File: config.mk
export PLATFORM = sky130hd
export DESIGN_NAME = mult_4x4_share_arb
export DESIGN_NICKNAME = d
export VERILOG_FILES = /design/src/rtl/mult_4x4_share_arb.sv
export SDC_FILE = /design/constraint.sdc
export NUM_CORES = 1
export LEC_CHECK = 0
export ABC_CLOCK_PERIOD_IN_PS = 1620
export BUFFER_PORTS_ARGS = -buffer_cell sky130_fd_sc_hd__buf_2
export CORE_UTILIZATION = 44
export DETAILED_ROUTE_END_ITERATION = 8
export GPL_TIMING_DRIVEN = 0
export PLACE_DENSITY = 0.88
export SYNTH_ARGS = -nofsm -noshare
export SYNTH_HDL_FRONTEND = slang
export SYNTH_SLANG_ARGS = --single-unit
File: constraint.sdc
create_clock -name clk -period 1.62 [get_ports clk]
set_input_delay 0.162 -clock clk [delete_from_list [all_inputs] [get_ports clk]]
set_output_delay 0.162 -clock clk [all_outputs]
set_load 0.03 [all_outputs]
File: src/rtl/mult_4x4_share_arb.sv
// Round-robin sequencer sharing one external combinational 4x4 multiplier among NREQ requesters.
// Optional MULT_SHARE_ZERO_BYPASS_EN: accepts with a zero operand skip the multiply cycle.
module mult_4x4_share_arb #(
  parameter int unsigned NREQ = 4,
  parameter int unsigned IDW  = 2
) (
  input  logic              clk,
  input  logic              rst_n,
  input  logic [NREQ-1:0]   req_valid,
  input  logic [4*NREQ-1:0] req_a,
  input  logic [4*NREQ-1:0] req_b,
  output logic [NREQ-1:0]   req_ready,
  output logic [3:0]        mul_a,
  output logic [3:0]        mul_b,
  input  logic [7:0]        mul_product,
  output logic              rsp_valid,
  output logic [IDW-1:0]    rsp_id,
  output logic [7:0]        rsp_product,
  input  logic              rsp_ready
);

  localparam logic [1:0] IDLE = 2'd0;
  localparam logic [1:0] CALC = 2'd1;
  localparam logic [1:0] RESP = 2'd2;

  logic [1:0]     state;
  logic [IDW-1:0] last_grant;
  logic           hi_found, lo_found;
  logic [IDW-1:0] hi_id, lo_id;
  logic           win_valid;
  logic [IDW-1:0] win_id;
  logic [3:0]     sel_a, sel_b;
  logic           grant_window;
  logic           accept;
  logic           zero_skip;

  // Rotating priority: first valid index above last_grant, else first valid at or below it.
  always_comb begin
    hi_found = 1'b0;
    lo_found = 1'b0;
    hi_id    = '0;
    lo_id    = '0;
    for (int unsigned i = 0; i < NREQ; i++) begin
      if (req_valid[i]) begin
        if (i > 32'(last_grant)) begin
          if (!hi_found) begin
            hi_found = 1'b1;
            hi_id    = IDW'(i);
          end
        end else if (!lo_found) begin
          lo_found = 1'b1;
          lo_id    = IDW'(i);
        end
      end
    end
    win_valid = hi_found | lo_found;
    win_id    = hi_found ? hi_id : lo_id;
  end

  always_comb begin
    sel_a = '0;
    sel_b = '0;
    for (int unsigned i = 0; i < NREQ; i++) begin
      if (IDW'(i) == win_id) begin
        sel_a = req_a[4*i +: 4];
        sel_b = req_b[4*i +: 4];
      end
    end
  end

  assign grant_window = (state == IDLE) || ((state == RESP) && rsp_ready);
  assign accept       = rst_n && grant_window && win_valid;
  assign req_ready    = accept ? (NREQ'(1) << win_id) : '0;
  assign rsp_valid    = (state == RESP);

`ifdef MULT_SHARE_ZERO_BYPASS_EN
  assign zero_skip = (sel_a == 4'd0) || (sel_b == 4'd0);
`else
  assign zero_skip = 1'b0;
`endif

  // rsp_id doubles as the owner-id register; it only changes on the edge that retires the old response.
  always_ff @(posedge clk or negedge rst_n) begin
    if (!rst_n) begin
      state       <= IDLE;
      last_grant  <= IDW'(NREQ - 1);
      mul_a       <= '0;
      mul_b       <= '0;
      rsp_id      <= '0;
      rsp_product <= '0;
    end else if (accept) begin
      mul_a      <= sel_a;
      mul_b      <= sel_b;
      rsp_id     <= win_id;
      last_grant <= win_id;
      if (zero_skip) begin
        state       <= RESP;
        rsp_product <= '0;
      end else begin
        state <= CALC;
      end
    end else begin
      case (state)
        CALC: begin
          rsp_product <= mul_product;
          state       <= RESP;
        end
        RESP: begin
          if (rsp_ready) state <= IDLE;
        end
        default: state <= IDLE;
      endcase
    end
  end

endmodule

After elaboration in Yosys (flattened, before gate mapping)
Index checks and enable logic that the tools add are counted.
W data, S select, Z words.
{ "classes": {"addsub": 0, "mul": 0, "n_div": 0, "n_lt_le_gt_ge": 3, "n_eq_ne": 6, "shifts": 1, "muxes": 43, "bitwise_logic": 2, "n_reduce_logical": 7} }
{ "op_table": {"columns": ["cell", "count"], "rows": [
  ["$mux W4", 9],
  ["$mux W2", 15],
  ["$mux W1", 18],
  ["$eq A2 B2 Y1 const A", 2],
  ["$gt A2 B2 Y1 const A", 2],
  ["$logic_not A2 Y1", 2],
  ["$pmux W2 S2", 1],
  ["$shl A1 B2 Y4 const A", 1],
  ["$logic_and A1 B1 Y1", 3],
  ["$ne A3 B1 Y1 const B", 1],
  ["$eq A1 B2 Y1 const A", 1],
  ["$eq A2 B1 Y1 const B", 1],
  ["$eq A2 B2 Y1 const B", 1],
  ["$gt A1 B2 Y1 const A", 1],
  ["$reduce_and A2 Y1", 1],
  ["$logic_or A1 B1 Y1", 1],
  ["$not A1 Y1", 1],
  ["$or A1 B1 Y1", 1]
]} }
{ "totals": {"register_bits": 22, "latch_bits": 0, "ramBits": 0, "romBits": 0, "input_bits": 47, "output_inout_bits": 23, "elab_cells": 68, "n_memories": 0} }

Logic depth before layout (Yosys ltp)
{ "logic_depth": {"depth_word": 16, "ltp_mapped": 7, "ltp_nobuf": 4} }

Worst setup path before layout
Ideal clock, no wire load.
{ "synth_path": {"path_kind": "flip-flop to output port", "from": "reg last_grant[1]", "to": "out req_ready[1]", "arrival_ns": 2.040, "slack_ns": -0.582, "stages_incl_launch_ff": 6, "n_path_buf": 2, "cell_sequence": "dfstp_2 clkbuf_1 a21boi_4 buf_6 nor2_1 nor3_1"} }
{ "synth_between": {"elab_chain_len": 12} }
{ "synth_lines": {"columns": ["element", "line", "rtl"], "rows": [
  ["start, declared", "27", "logic [IDW-1:0] last_grant;"],
  ["start signal, assigned", "86", "last_grant <= IDW'(NREQ - 1);"],
  ["start signal, assigned", "95", "last_grant <= win_id;"],
  ["$gt A1 B2 Y1", "45", "if (i > 32'(last_grant)) begin"],
  ["$mux W1", "45", null],
  ["$mux W1", "44", "if (req_valid[i]) begin"],
  ["$mux W2, on equally long branches", "50, 46", null],
  ["$mux W2", "45", null],
  ["$mux W2", "44", null],
  ["$mux W2, on equally long branches", "50, 46", null],
  ["$mux W2", "45", null],
  ["$mux W2", "44", null],
  ["$mux W2", "57", "win_id = hi_found ? hi_id : lo_id;"],
  ["$shl A1 B2 Y4", "73", "assign req_ready = accept ? (NREQ'(1) << win_id) : '0;"],
  ["$mux W4 *", "73", null],
  ["end, declared", "12", "output logic [NREQ-1:0] req_ready,"]
]} }
Every way passes the cells marked *; elsewhere a longest branch is shown, timed or not.

Worst setup path in the final report
{ "layout_path": {"from": "reg last_grant[0]", "to": "out req_ready[1]"} }
Same word-level chain as after synthesis.

==> results.sh <==
export IMPL_syn_area_sq_mm=0.00171
export IMPL_critPathKind="flip-flop to primary output"
export IMPL_dieArea_sq_mm=0.00415
export IMPL_ir_drop_uv=719
export IMPL_cts_buffers_inserted=3
export IMPL_htreeDepth=1
export IMPL_fin_hold_ws_ps=126
export IMPL_path_buf_inv=3
export IMPL_final_area_sq_mm=0.00247
export IMPL_met3_length_microns=362
export IMPL_ys_flop_type="dfrtp_1"
export IMPL_async_flop_share_pct=100
export IMPL_yosysSeqAreaShare_pct=32.3
export IMPL_ys_types=35
export IMPL_synth_edf_count=0
export IMPL_vias_per_cell=5.85
export IMPL_end_kind="primary output"
export IMPL_rows=22
export IMPL_worstPathRequired_ps=1460
export IMPL_die_x_microns=64.4
export IMPL_cts_sinks=22
export IMPL_drt_pass1_iterations=4
export IMPL_syn_nets=226
export IMPL_hold_path_class="input port to flip-flop"
export IMPL_nets=315
export IMPL_antenna_cells=0
export IMPL_clk_latency_ps=260
export IMPL_crit_path_top_delay_cell="dfstp_2"
export IMPL_power_leakage_nw=1.13
export IMPL_status="finished, violations left"
export IMPL_violations="setup timing"
export IMPL_syn_avg_cell_area_sq_um=9.57
export IMPL_wirelength_microns=5170
export IMPL_start_util_pct=46.4
export IMPL_fmaxAchievable_ghz=0.513
export IMPL_worstPathCellList="o22ai_1 -> a32o_2 -> buf_4 -> buf_8 -> nor2_4 -> nor3_4 -> buf_4"
export IMPL_die_y_microns=64.4
export IMPL_p_int_mw=2.13
export IMPL_powerDensity_mw_per_mm2=1590
export IMPL_min_period_over_period_pct=120
export IMPL_pin_count=70
export IMPL_critPathLaunchType="flip-flop"
export IMPL_ys_warn_count=0
export IMPL_p_switching_mw=1.80
export IMPL_regArea_sq_um=553
export IMPL_rsz0062_at_grt="true"
export IMPL_syn_inst=179
export IMPL_maxSlewViolCount=0
export IMPL_wl_met1_microns=2190
export IMPL_drive_gt1_share_pct=55.4
export IMPL_critPathMaxStageDelay_ps=570
export IMPL_final_util_pct=67.1
export IMPL_finalCriticalPeriod_ps=1950
export IMPL_skew_ps=2.75
export IMPL_overflow=0
export IMPL_grt_usage_pct=25.8
export IMPL_maxCapViolCount=0
export IMPL_combPwrFrac_pct=65.6
export IMPL_arrival_ps=1790
export IMPL_p_seq_share_pct=24.4
export IMPL_p_total_mw=3.93
export IMPL_grt_max_degree=21
export IMPL_cts_tree="done"
export IMPL_ys_seq_elements=22
export IMPL_p_clk_share_pct=10.0
export IMPL_antenna_found_initial=0
export IMPL_drt_initial_drc_count=67
export IMPL_dpl_cell_area_sq_mm=0.00216
export IMPL_clock_tree_root_cell="clkbuf_8"
export IMPL_hpwl_microns=3460
export IMPL_clk_pin_slew_ps=80
export IMPL_critPathTopFamily="flip-flops"
export IMPL_setup_ws_ps=-330
export IMPL_drc=0
export IMPL_fillers=297
export IMPL_gp_congestion=0.860
export IMPL_p_sw_share_pct=45.8
export IMPL_num_vias=1844
export IMPL_syn_to_final_growth_pct=44.4
export IMPL_antenna_left=0
export IMPL_finalSetupTns_ps=-3140
export IMPL_grt_pass1_vias=1747
export IMPL_multiInputGateArea_sq_mm=0.00111
export IMPL_cp_common_cell="buf_4"
export IMPL_io_buffer_count=67
export IMPL_worst_path_max_fanout=10
export IMPL_wl_per_cell_microns=16.4
export IMPL_relSlewSlack_pct=41.5
export IMPL_clockBufferDepth=2
export IMPL_setup_violations=13
export IMPL_worst_pin_slew_ps=875
export IMPL_report_final_hold_viol_count=0
export IMPL_wl_met2_microns=2530
export IMPL_highest_layer="met4"
export IMPL_coreArea_sq_mm=0.00369
export IMPL_grt_pass1_wl_microns=8310
[flip-flops by register name (all words and copies together) (netlist names)]
register	cells
mul_a	4
state	2
mul_b	4
last_grant	2
rsp_product	8
rsp_id	2
[worst register-to-register path, stage by stage (launching register included)]
cell,delay [ps]
dfstp_2,400
nand2b_1,150
buf_6,140
buf_4,130
buf_2,180
a311oi_1,290
nor4b_1,390
o31ai_1,120
[final cells by class]
cell class              count  share of cell area, %
plain buffers              21                   6.02
clock buffers               4                   2.23
inverters                  10                   1.52
multi-input cells         125                   45.1
flip-flops and latches     22                   22.4
well taps                  48                   2.43
repair buffers             85                   20.4
[cell usage in the layout (no fill, tap or decap), types with 2 or more instances in the layout]
master,instances
buf_2,71
dfrtp_1,20
buf_4,16
o21ai_0,16
nand2_1,13
buf_6,11
mux2_2,10
inv_1,9
a211o_1,8
a211oi_1,8
nor3b_1,8
a311oi_1,6
nor4b_1,6
nor4bb_1,6
clkbuf_1,5
o31ai_2,5
o221a_2,5
clkbuf_8,4
nand2b_1,3
nor2_4,3
o31ai_1,3
nor2b_1,2
nor3_4,2
and4bb_2,2
o221a_4,2
nor4b_2,2
a311oi_2,2
dlygate4sd3_1,2
dfstp_2,2
[power groups by stage]
stage               logic (mW)  registers, mW  clock network (mW)
floorplan                 1.18           1.36                   0
global placement          2.09          0.948                   0
detailed placement        2.14          0.966                   0
CTS                       2.43          0.952               0.390
global route              2.73          0.993               0.417
finish                    2.58          0.960               0.392
[what timing repair did]
item,in CTS,in global routing
resized for setup,20,10
hold endpoints to repair,20,0
pin swaps,9,2
hold buffers,2,0
buffers inserted,14,2
endpoints found under the setup margin,14,13
[logic make-up (layout without fill, tap and decap cells)]
| group | after synthesis | count (layout) | share of synthesized area [%] |
|---|---|---|---|
| muxes | 10 | 10 | 6.57 |
| AOI/OAI and AO/OA | 62 | 62 | 28.9 |
| and+or+nand+nor | 53 | 53 | 22.1 |
| DFF | 22 | 22 | 32.3 |
| buffers and inverters | 32 | 120 | 10.2 |
[path summary, 6_finish.rpt]
check / from / end / slack (ps) / cells past startpoint
max in group asynchronous: rst_n / mul_a[0] / 490 / 2
setup reg to reg: last_grant[0] / mul_b[2] / -300 / 7
min in group asynchronous: rst_n / last_grant[0] / 460 / 2
setup / recovery: last_grant[0] / req_ready[1] / -330 / 7
hold reg to reg: rsp_id[1] / rsp_id[1] / 490 / 2
hold / removal: mul_product[1] / rsp_product[1] / 130 / 2
[cells in the mapped netlist (all sizes together) (2+ instances only)]
cell / n / area [sq um]
a311oi: 8 / 70.1
o31ai: 8 / 60.1
dfstp: 2 / 52.6
nand2b: 4 / 25.0
a211o: 8 / 70.1
o21ai: 16 / 80.1
mux2: 10 / 113
o221a: 8 / 90.1
nor3: 2 / 10.0
nor4bb: 6 / 60.1
and4bb: 2 / 25.0
inv: 10 / 37.5
buf: 16 / 115
nor2: 4 / 15.0
dfrtp: 20 / 500
clkbuf: 6 / 22.5
nor2b: 2 / 12.5
nor3b: 9 / 78.8
nor4b: 8 / 70.1
nand2: 13 / 48.8
a211oi: 9 / 72.6
[layer usage]
| layer | track usage [%] | up-vias |
|---|---|---|
| met3 | 4.82 | 14 |
| li1 | - | 871 |
| met4 | 8.06 | 0 |
| met2 | 43.0 | 88 |
| met5 | 0 | - |
| met1 | 33.4 | 871 |
[through the flow]
step	std cells	setup slack, ps
2_1_floorplan	179	-75.7
3_3_place_gp	294	-253
3_5_place_dp	294	-275
4_1_cts	313	-328
5_1_grt	315	-455
6_report	315	-330
Note: power is estimated with default switching activity, not from simulation.
